File: config.mk
export PLATFORM = sky130hd
export DESIGN_NAME = poly_dl_arbiter
export DESIGN_NICKNAME = d
export VERILOG_FILES = /design/src/rtl/poly_dl_arbiter.sv
export SDC_FILE = /design/constraint.sdc
export NUM_CORES = 1
export LEC_CHECK = 0
export BUFFER_PORTS_ARGS = -buffer_cell sky130_fd_sc_hd__buf_2
export CAP_MARGIN = 20
export CORE_MARGIN = 2
export CORE_UTILIZATION = 25
export DETAILED_ROUTE_END_ITERATION = 6
export SYNTH_ARGS = -nofsm -noshare
export SYNTH_HDL_FRONTEND = slang
export SYNTH_SLANG_ARGS = --single-unit
File: constraint.sdc
create_clock -name clk_sys -period 5.3 [get_ports clk_sys]
set_input_delay 0 -clock clk_sys [delete_from_list [all_inputs] [get_ports clk_sys]]
set_output_delay 0 -clock clk_sys [all_outputs]
set_load 0.03 [all_outputs]
File: src/rtl/poly_dl_arbiter.sv
// Download arbiter: buffers HPS download bytes into program RAM, shares the RAM
// port with CPU accesses, and holds the CPU in reset around a download.
module poly_dl_arbiter #(
  parameter int ROM_INDEX   = 0,
  parameter int TNO_INDEX   = 1,
  parameter int FIFO_DEPTH  = 4,
  parameter int HOLD_CYCLES = 256
) (
  input  logic        clk_sys,
  input  logic        reset_n,
  input  logic        dn_download,
  input  logic        dn_wr,
  input  logic [15:0] dn_addr,
  input  logic [7:0]  dn_data,
  input  logic [7:0]  dn_index,
  input  logic        cpu_req,
  input  logic        cpu_we,
  input  logic [15:0] cpu_addr,
  input  logic [7:0]  cpu_din,
  output logic [7:0]  cpu_dout,
  output logic        cpu_ack,
  output logic [15:0] ram_addr,
  output logic [7:0]  ram_din,
  output logic        ram_we,
  input  logic [7:0]  ram_dout,
  input  logic        ram_stall,
  output logic        cpu_reset,
  output logic [7:0]  tno,
  output logic        dl_busy,
  output logic        overflow
);

  localparam int AW = (FIFO_DEPTH > 1) ? $clog2(FIFO_DEPTH) : 1;
  localparam int CW = $clog2(FIFO_DEPTH + 1);
  localparam int HW = $clog2(HOLD_CYCLES + 1);

  typedef enum logic [1:0] {RUN, LOAD, DRAIN, HOLD} state_t;

  state_t        state_q, state_d;
  logic          dn_download_q;
  logic [AW-1:0] wr_ptr_q, wr_ptr_d;
  logic [AW-1:0] rd_ptr_q, rd_ptr_d;
  logic [CW-1:0] count_q, count_d;
  logic [23:0]   fifo_mem_q [FIFO_DEPTH];
  logic          overflow_q, overflow_d;
  logic [7:0]    tno_q, tno_d;
  logic [HW-1:0] hold_q, hold_d;
  logic          ack_q, ack_d;
  logic          rd_q, rd_d;

  logic        dl_rise, is_rom, is_tno;
  logic        fifo_full, fifo_empty;
  logic        push, pop, drop, issue;
  logic [23:0] head;

  always_comb begin
    dl_rise    = dn_download & ~dn_download_q;
    is_rom     = dn_wr && (dn_index == 8'(ROM_INDEX));
    is_tno     = dn_wr && (dn_index == 8'(TNO_INDEX)) && !is_rom;
    fifo_full  = (count_q == CW'(FIFO_DEPTH));
    fifo_empty = (count_q == '0);
    pop        = !fifo_empty && !ram_stall;
    // A full FIFO still accepts a byte when the head leaves in the same cycle.
    push       = is_rom && (!fifo_full || pop);
    drop       = is_rom && fifo_full && !pop;
    issue      = (state_q == RUN) && cpu_req && !ack_q && !ram_stall && !pop;
    head       = fifo_mem_q[rd_ptr_q];
  end

  always_comb begin
    wr_ptr_d   = push ? wr_ptr_q + AW'(1) : wr_ptr_q;
    rd_ptr_d   = pop  ? rd_ptr_q + AW'(1) : rd_ptr_q;
    count_d    = count_q + CW'(push) - CW'(pop);
    tno_d      = is_tno ? dn_data : tno_q;
    ack_d      = issue;
    rd_d       = issue && !cpu_we;
    overflow_d = dl_rise ? 1'b0 : overflow_q;
    if (drop) begin
      overflow_d = 1'b1;
    end
  end

  always_comb begin
    state_d = state_q;
    hold_d  = hold_q;
    case (state_q)
      RUN: ;
      LOAD: begin
        if (!dn_download) state_d = DRAIN;
      end
      DRAIN: begin
        if (fifo_empty) begin
          state_d = HOLD;
          hold_d  = '0;
        end
      end
      HOLD: begin
        if (hold_q == HW'(HOLD_CYCLES - 1)) state_d = RUN;
        else                                 hold_d  = hold_q + HW'(1);
      end
      default: state_d = RUN;
    endcase
    if (dl_rise) begin
      state_d = LOAD;
    end
  end

  always_ff @(posedge clk_sys or negedge reset_n) begin
    if (!reset_n) begin
      state_q       <= RUN;
      dn_download_q <= 1'b0;
      wr_ptr_q      <= '0;
      rd_ptr_q      <= '0;
      count_q       <= '0;
      overflow_q    <= 1'b0;
      tno_q         <= 8'h00;
      hold_q        <= '0;
      ack_q         <= 1'b0;
      rd_q          <= 1'b0;
    end else begin
      state_q       <= state_d;
      dn_download_q <= dn_download;
      wr_ptr_q      <= wr_ptr_d;
      rd_ptr_q      <= rd_ptr_d;
      count_q       <= count_d;
      overflow_q    <= overflow_d;
      tno_q         <= tno_d;
      hold_q        <= hold_d;
      ack_q         <= ack_d;
      rd_q          <= rd_d;
    end
  end

  // Storage has no reset; validity is tracked entirely by the pointers and count.
  always_ff @(posedge clk_sys) begin
    if (push) begin
      fifo_mem_q[wr_ptr_q] <= {dn_addr, dn_data};
    end
  end

  always_comb begin
    ram_we    = pop | (issue & cpu_we);
    ram_addr  = pop ? head[23:8] : cpu_addr;
    ram_din   = pop ? head[7:0]  : cpu_din;
    cpu_ack   = ack_q;
    cpu_dout  = (ack_q && rd_q) ? ram_dout : 8'h00;
    cpu_reset = (state_q != RUN);
    dl_busy   = (state_q != RUN);
    tno       = tno_q;
    overflow  = overflow_q;
  end

endmodule

[Word level (Yosys, flattened, before mapping)]
Memory sizes are Yosys's and may differ from the RTL's.
Cells that the tools add are included.
Storage, ports and cells
  memory bits (writable): 96
  register bits: 30
  output and inout port bits: 45
  memories kept: 1
  logic and storage cells: 76
  latch bits: 0
  input port bits: 71
  bits in read-only memories: 0
Operators by class
  shifts and indexed selects: 0
  multiply operators: 0
  reductions and logical operators: 30
  mux-type cells: 15
  eq/ne operators: 11
  add/subtract/negate cells: 5
  div/mod/pow operators: 0
  order comparisons: 0
  bitwise operators: 4
Memories
  fifo_mem_q: words 4, bits a word 24, read ports 1, clocked after memory_dff 0, write ports 1, RTL line 44  | logic [23:0] fifo_mem_q [FIFO_DEPTH];
Operators with widths (number)
  2-to-1 mux 9 bit: 2
  case mux 9 bit (2 select lines): 1
  2-to-1 mux 16 bit: 1
  2-to-1 mux 8 bit: 2
  logical AND 1 bit: 13
  adder 9 x 1 -> 9 bit, second input constant: 1
  equality test 9 x 8 -> 1 bit, second input constant: 1
  != test 3 bit, second input constant: 3
  equality test 8 x 1 -> 1 bit, second input constant: 1
  logical NOT 8 bit: 1
  2-to-1 mux 2 bit: 4
  logical NOT 1 bit: 7
  case mux 2 bit (3 select lines): 1
  nonzero test 2 bit: 3
  adder 2 x 1 -> 2 bit, second input constant: 2
  equality test 2 bit, second input constant: 2
  2-to-1 mux 1 bit: 4
  != test 2 bit, second input constant: 2
  AND reduction 4 bit: 1
  nonzero test 4 bit: 1
  adder 3 x 1 -> 3 bit: 1
  equality test 3 bit, second input constant: 1
  logical NOT 3 bit: 1
  AND reduction 3 bit: 1
  7 further kinds: 8

[Longest topological paths before layout]
Gate-level depths: netlist of the first run.
  depth in word-level cells: 7
  depth in mapped cells: 10

[Worst setup path before layout of the first run]
Ideal clock, no wire load.
  kind: reg-to-reg
  start: reg count_q[1]
  end: reg count_q[2]
  cell stages (with the launch flop): 11
  data arrival time: 2.175 ns
  clock period less this slack: 2.298 ns
  path slack: 3.002 ns
  cell sequence: dfrtp_1 > and4bb_2 > and4bb_2 > inv_1 > ha_1 > inv_1 > ha_1 > inv_1 > fa_1 > xnor2_1 > xnor2_1
Between the ends
  cells in the longest elaborated chain, start to end: 7
  elaborated cells between the ends (all ways): 9
Ends and longest elaborated chain
  start, declared: RTL line 43  | logic [CW-1:0] count_q, count_d;
  start signal, assigned: RTL line 125  | count_q <= count_d;
  logical NOT 3 bit: RTL line 61  | fifo_empty = (count_q == '0);
  logical NOT 1 bit: RTL line 62  | pop = !fifo_empty && !ram_stall;
  logical AND 1 bit: RTL line 62
  logical OR 1 bit: RTL line 64  | push = is_rom && (!fifo_full || pop);
  logical AND 1 bit: RTL line 64
  adder 3 x 1 -> 3 bit: RTL line 73  | count_d = count_q + CW'(push) - CW'(pop);
  subtractor 3 x 1 -> 3 bit (*): RTL line 73
  via count_d[2]: RTL line 43
The timed path passes the listed nets; every way through them passes the cells marked *.
A chain may end at the register's enable or synchronous reset.

[Final worst setup path of the first run]
  start: reg rd_ptr_q[0]
  end: out ram_addr[15]
Between the ends
  cells in the longest elaborated chain, start to end: 2
Ends and longest elaborated chain
  start, declared: RTL line 42  | logic [AW-1:0] rd_ptr_q, rd_ptr_d;
  start signal, assigned: RTL line 124  | rd_ptr_q <= rd_ptr_d;
  memory read (4 x 24 bit)
  2-to-1 mux 16 bit: RTL line 143  | ram_addr = pop ? head[23:8] : cpu_addr;
  end, declared: RTL line 22  | output logic [15:0] ram_addr,
No other way between the ends.

==> run summary, run 1 <==
Status = complete, no violations
Minimum clock period = 2.54 ns
Sequential share of the synthesized area = 67.3%
Max incr delay on CP = 0.96 ns
Cell variety after synth = 44
Hpwl dp = 7.15 mm
Gr usage total = 10.5%
Clk buf depth = 2
Static leakage = 2.83 nW
N_diodes = 0
Total routed wirelength = 11.4 mm
RSZ-0062 raised after global routing = false
Slowest CP cell = dfrtp_2
Reg clk slew, reported paths = 0.06 ns
Largest net degree at the start of global routing = 31
R2R Setup Slk = 2.85 ns
Worst EP arrival = 2.54 ns
Initial antenna violation count = 0
Post-synthesis cell area = 5400 um^2
Die X = 151 um
Yosys warning count = 0
WL/cell = 15.4 um
Syn_area_per_cell = 18.6 um^2
Critical path, cell by cell = mux4_1, mux2_2, buf_2
Max-slew headroom at the worst pin = 39.2%
Synth Flop Type = edfxtp_1
Commonest non-fill, non-tap cells in the layout = buf_2, edfxtp_1, dlygate4sd3_1
DR vias = 3157
Maxcap violations = 0
CTS root buf = clkbuf_16
Chip Height = 151 um
First-pass GRT wire length = 17.5 mm
Fmax = 393 MHz
Clock Skew = 0.00578 ns
Post-synthesis net count = 370
CP Launch Type = register
Post-CTS setup repair buffer count = 0
Critical Path Sink Type = output port
Min-delay worst type = input port to register
Clock latency on the worst-skew pair = 0.41 ns
Total I/O pin count = 116
Synthesis-stage register bit count = 126
Routability cong. = 0.644
TritonRoute pass-1 iters = 4
H-Tree Depth = 4
Peak VDD IR = 0.237 mV
Crit Path Category = register to output port
Number of global-route vias before repair = 3364
Power per Cell Area = 438 nW/um^2
DRC errors left = 0
Num CTS Buffers = 17
Share of cells above drive strength 1 = 45.5%
CTS tree = done
Clock sink count = 126
Die area = 22800 um^2
Final period util = 48.0%
Routed Antenna Nets = 0
GRT overflow = 0
DR vias/cell = 4.27
Area growth syn-to-layout = 32.9%
Core area = 21100 um^2
Synth Instances = 290
Asr flop ratio synth = 23.8%
Most common cell after layout, fill and taps aside = buf_2
DRT iter0 DRCs = 96
Crit Path Max Fanout = 26
Post-synth EDFFs = 96
Initial Utilization = 25.6%
Port buffer count = 115
Final setup TNS = 0 ns
Row count = 53
WP data required = 5.30 ns
Final core occ = 34.0%
Final-report hold violation count = 0
Worst-Margin Slew = 0.913 ns
Final setup violation count = 0
Layout Nets = 531
Slew Limit Fails = 0
[cell usage after synthesis (all sizes together), types with 2 or more instances]
cell type / n / area, um^2
nand2b: 2 / 12.5
inv: 9 / 33.8
nand2: 9 / 33.8
or3: 3 / 18.8
o211ai: 2 / 15.0
edfxtp: 96 / 2880
and4bb: 2 / 25.0
xnor2: 3 / 26.3
clkbuf: 2 / 7.51
nor2: 6 / 32.5
ha: 8 / 100
a21oi: 6 / 30.0
nand4b: 2 / 17.5
dfrtp: 30 / 751
xor2: 3 / 26.3
nor3: 2 / 15.0
mux4: 24 / 563
and2: 4 / 25.0
mux2: 33 / 439
nand3b: 2 / 15.0
nand3: 6 / 35.0
or4: 3 / 22.5
o22ai: 2 / 12.5
o31ai: 3 / 22.5
buf: 9 / 86.3
nor4: 2 / 18.8
and3: 8 / 50.1
o21ai: 3 / 15.0
[what timing repair did]
action,CTS,global route
hold endpoints to repair,141,0
resized for setup,0,0
hold buffers,36,0
[path summary, 6_finish.rpt]
kind | cells past startpoint | end | start
max | 3 | ram_addr[15] | rd_ptr_q[0]
min | 4 | tno[0] | dn_index[3]
max reg2reg | 10 | count_q[2] | count_q[1]
min reg2reg | 2 | overflow | overflow
max in group asynchronous | 2 | rd_ptr_q[0] | reset_n
min in group asynchronous | 2 | tno[0] | reset_n
[area by class of cell]
type / instances / area (um^2)
Multi-Input combinational cell: 144 / 1640
Sequential cell: 126 / 3630
Timing Repair Buffer: 153 / 951
Clock buffer: 19 / 433
Inverter: 9 / 33.8
Fill cell: 2032 / 13900
Tap cell: 275 / 344
Clock inverter: 13 / 138
[report_power, final]
| group | switching, mW | internal [mW] | leakage (nW) |
|---|---|---|---|
| Sequential | 0.109 | 1.11 | 1.25 |
| Combinational | 0.404 | 0.399 | 1.31 |
| Clock | 0.429 | 0.692 | 0.265 |
[cells by family (layout without fill, tap and decap cells)]
| kind of cell | Yosys count | count (layout) | share of synthesized area [%] |
|---|---|---|---|
| AND/OR/NAND/NOR | 55 | 55 | 6.61 |
| adder cells (fa/ha/maj) | 9 | 9 | 2.23 |
| XOR/XNOR | 6 | 6 | 0.974 |
| AO/OA/AOI/OAI | 17 | 17 | 1.92 |
| buffers and inverters | 20 | 194 | 2.36 |
| flip-flops | 126 | 126 | 67.3 |
| multiplexers | 57 | 57 | 18.6 |
[worst max-delay path: cells and delay by family, from the launching register on]
kind | cells | cell delay [ns]
mux | 2 | 0.98
buf+inv | 1 | 0.17
flops | 1 | 0.96
[registers in the layout (all words and copies together), names as in the netlist]
signal         count
fifo_mem_q        96
hold_q             9
tno                8
count_q            3
rd_ptr_q           2
state_q            2
wr_ptr_q           2
cpu_ack            1
dn_download_q      1
overflow           1
rd_q               1
[through the flow]
step           total power [mW]  setup slack (ns)  instances  cell area [um^2]  hold WS [ns]
6_report                   3.15              2.76        739              7170         0.167
5_1_grt                    3.31              2.58        739              7170         0.181
4_1_cts                    3.20              2.66        739              7170         0.153
3_5_place_dp               2.04              2.83        671              6240         0.107
3_3_place_gp               2.02              2.93        671              6240        0.0988
2_1_floorplan              1.86              3.00        290              5400        -0.296
[per-layer routing]
metal	part of all wire, %	vias to the layer above	track usage (%)
met3	4.9	16	3.25
met5	0	-	0
met4	1.4	0	4.11
met1	44	1579	12.6
li1	-	1475	-
met2	50	87	17.5
Power figures use the tool's default switching activity.
==> run 2, diff against run 1 <==
==> constraint.sdc (replaced) <==
create_clock -name clk_sys -period 2.2 [get_ports clk_sys]
set_input_delay 0 -clock clk_sys [delete_from_list [all_inputs] [get_ports clk_sys]]
set_output_delay 0 -clock clk_sys [all_outputs]
set_load 0.03 [all_outputs]
==> run 2 against run 1 <==
  * Setup slack worse by 2.7 ns
  * Worst hold slack improved by 0.022 ns
  * Via count is 1.8% higher
  * Core utilization rose by 1.4 points
==> run summary, run 2 (same netlist as run 1, synthesis figures left out) <==
Clock power share = 36.0%
Static leakage = 2.97 nW
DR vias = 3214
Slew Limit Fails = 0
Max incr delay on CP = 0.40 ns
Maxcap violations = 0
Top cell by count, worst path = inv_2
Layout Nets = 548
Largest Register = fifo_mem_q
Worst-Margin Slew = 0.718 ns
Total routed wirelength = 11.7 mm
Final-report hold violation count = 0
Placement Cell Area = 6420 um^2
Critical Path Sink Type = register
Initial antenna violation count = 0
Share of cells above drive strength 1 = 49.1%
Routed Antenna Nets = 0
CTS root buf = clkbuf_16
Port buffer count = 115
WL/cell = 15.4 um
First-pass GRT wire length = 17.9 mm
Power per Cell Area = 1070 nW/um^2
Hpwl dp = 7.50 mm
GRT overflow = 0
Worst EP arrival = 2.46 ns
Gr usage total = 10.7%
Final setup violation count = 0
Final period util = 98.8%
Crit Path Max Fanout = 2
Pint = 5.73 mW
Logic pwr share = 28.7%
WP data required = 2.49 ns
TritonRoute pass-1 iters = 4
CP Launch Type = register
Reg power frac = 35.3%
P_sw = 2.25 mW
Area growth syn-to-layout = 38.3%
CTS tree = done
Reg clk slew, reported paths = 0.05 ns
DRT iter0 DRCs = 117
Row count = 53
Fmax = 460 MHz
Clock latency on the worst-skew pair = 0.40 ns
Commonest non-fill, non-tap cells in the layout = buf_2, edfxtp_1, dlygate4sd3_1
Chip Height = 151 um
Peak VDD IR = 0.554 mV
N_diodes = 0
Max-slew headroom at the worst pin = 52.1%
Switching Share = 28.2%
Clk buf depth = 2
Min-delay worst type = input port to async pin
Total power = 7.98 mW
Max reg flops = 96
H-Tree Depth = 4
Clock sink count = 126
RSZ-0062 raised after global routing = true
Num CTS Buffers = 17
Top Family by Delay on Critical Path = adder cells
Total I/O pin count = 116
Routability cong. = 0.681
DRC errors left = 0
Post-route cell area = 7460 um^2
Die X = 151 um
Core area = 21100 um^2
Buf+Inv Stages, Crit Path = 3
Clock Skew = 0.00841 ns
Die area = 22800 um^2
DR vias/cell = 4.25
Initial Utilization = 25.6%
Largest net degree at the start of global routing = 31
Number of global-route vias before repair = 3359
Crit Path Category = register to register
Status = complete, no violations
Minimum clock period = 2.17 ns
Slowest CP cell = dfrtp_2
Critical path, cell by cell = and4bb_2, and4bb_2, inv_2, ha_4, inv_2, ha_4, inv_2, fa_2, xnor2_2, xnor2_1
Most common cell after layout, fill and taps aside = buf_2
## run 2: cell types whose count changed in the layout (fill, tap and decap cells not counted), moves of 2 or more
cell / previous run / this run
buf_4: 2 / 12
inv_1: 9 / 6
inv_2: 0 / 3
and2_2: 4 / 2
buf_12: 0 / 6
and2_1: 0 / 2
clkinvlp_4: 4 / 1
ha_4: 0 / 2
clkinv_2: 1 / 4
bufinv_16: 2 / 4
inv_6: 3 / 0
ha_1: 8 / 5
## run 2: worst reg2reg max path, delay by kind of cell, from the launching register on
kind	cells	cell delay, ns
and+or+nand+nor	2	0.53
xor gates and xnor gates	2	0.28
buffers and inverters	3	0.17
DFF	1	0.40
adders and majority gates	3	0.67
## run 2: worst paths after layout
| check | from | endpoint | slack (ns) | depth (start not counted) |
|---|---|---|---|---|
| max | count_q[1] | count_q[2] | 0.03 | 10 |
| min | reset_n | tno[1] | 0.19 | 2 |
| max reg2reg | count_q[1] | count_q[2] | 0.03 | 10 |
| min reg2reg | overflow | overflow | 0.47 | 2 |
| max in group asynchronous | reset_n | rd_ptr_q[0] | 1.50 | 2 |
| min in group clk_sys | dn_index[1] | tno[0] | 0.19 | 4 |
## run 2: power groups by stage
stage	logic, mW	clock network, mW	registers (mW)
after floorplan	1.68	0	2.83
after global placement	2.19	0	2.85
after detailed placement	2.23	0	2.86
after CTS	2.30	2.96	2.82
after global routing	2.48	3.06	2.84
final	2.29	2.88	2.82
## run 2: area by class of cell
class / count / area [um^2]
well taps: 275 / 344
clock buffers: 20 / 447
multi-input cells: 144 / 1680
flip-flops and latches: 126 / 3640
inverters: 9 / 33.8
repair buffers: 170 / 1160
clock inverters: 12 / 169
fillers: 2024 / 13600
## run 2: layer usage
| layer | global-route usage, % | part of all wire (%) | up-vias |
|---|---|---|---|
| li1 | - | - | 1513 |
| met1 | 13.4 | 44 | 1602 |
| met2 | 17.7 | 51 | 90 |
| met3 | 3.13 | 4.2 | 9 |
| met4 | 3.50 | 0.98 | 0 |
| met5 | 0 | 0 | - |
## run 2: through the flow
step	setup TNS (ns)	std cells	hold slack, ns	setup slack [ns]	util (%)
6_report	0	756	0.189	0.0254	35.4
5_1_grt	-0.0733	756	0.203	-0.0733	35.4
4_1_cts	0	752	0.183	0.00138	35.2
3_5_place_dp	-0.0503	684	0.105	-0.0503	30.5
3_3_place_gp	0	684	0.0985	0.0270	30.5
2_1_floorplan	-0.0687	290	-0.296	-0.0687	-
## run 2: timing repair
| action | CTS | global route |
|---|---|---|
| gates resized for setup | 3 | 5 |
| gates cloned | 0 | 0 |
| pin swaps | 2 | 0 |
| endpoints found under the setup margin | 3 | 5 |
| buffers inserted | 0 | 4 |
| hold buffers | 36 | 0 |
| hold endpoints to repair | 141 | 0 |
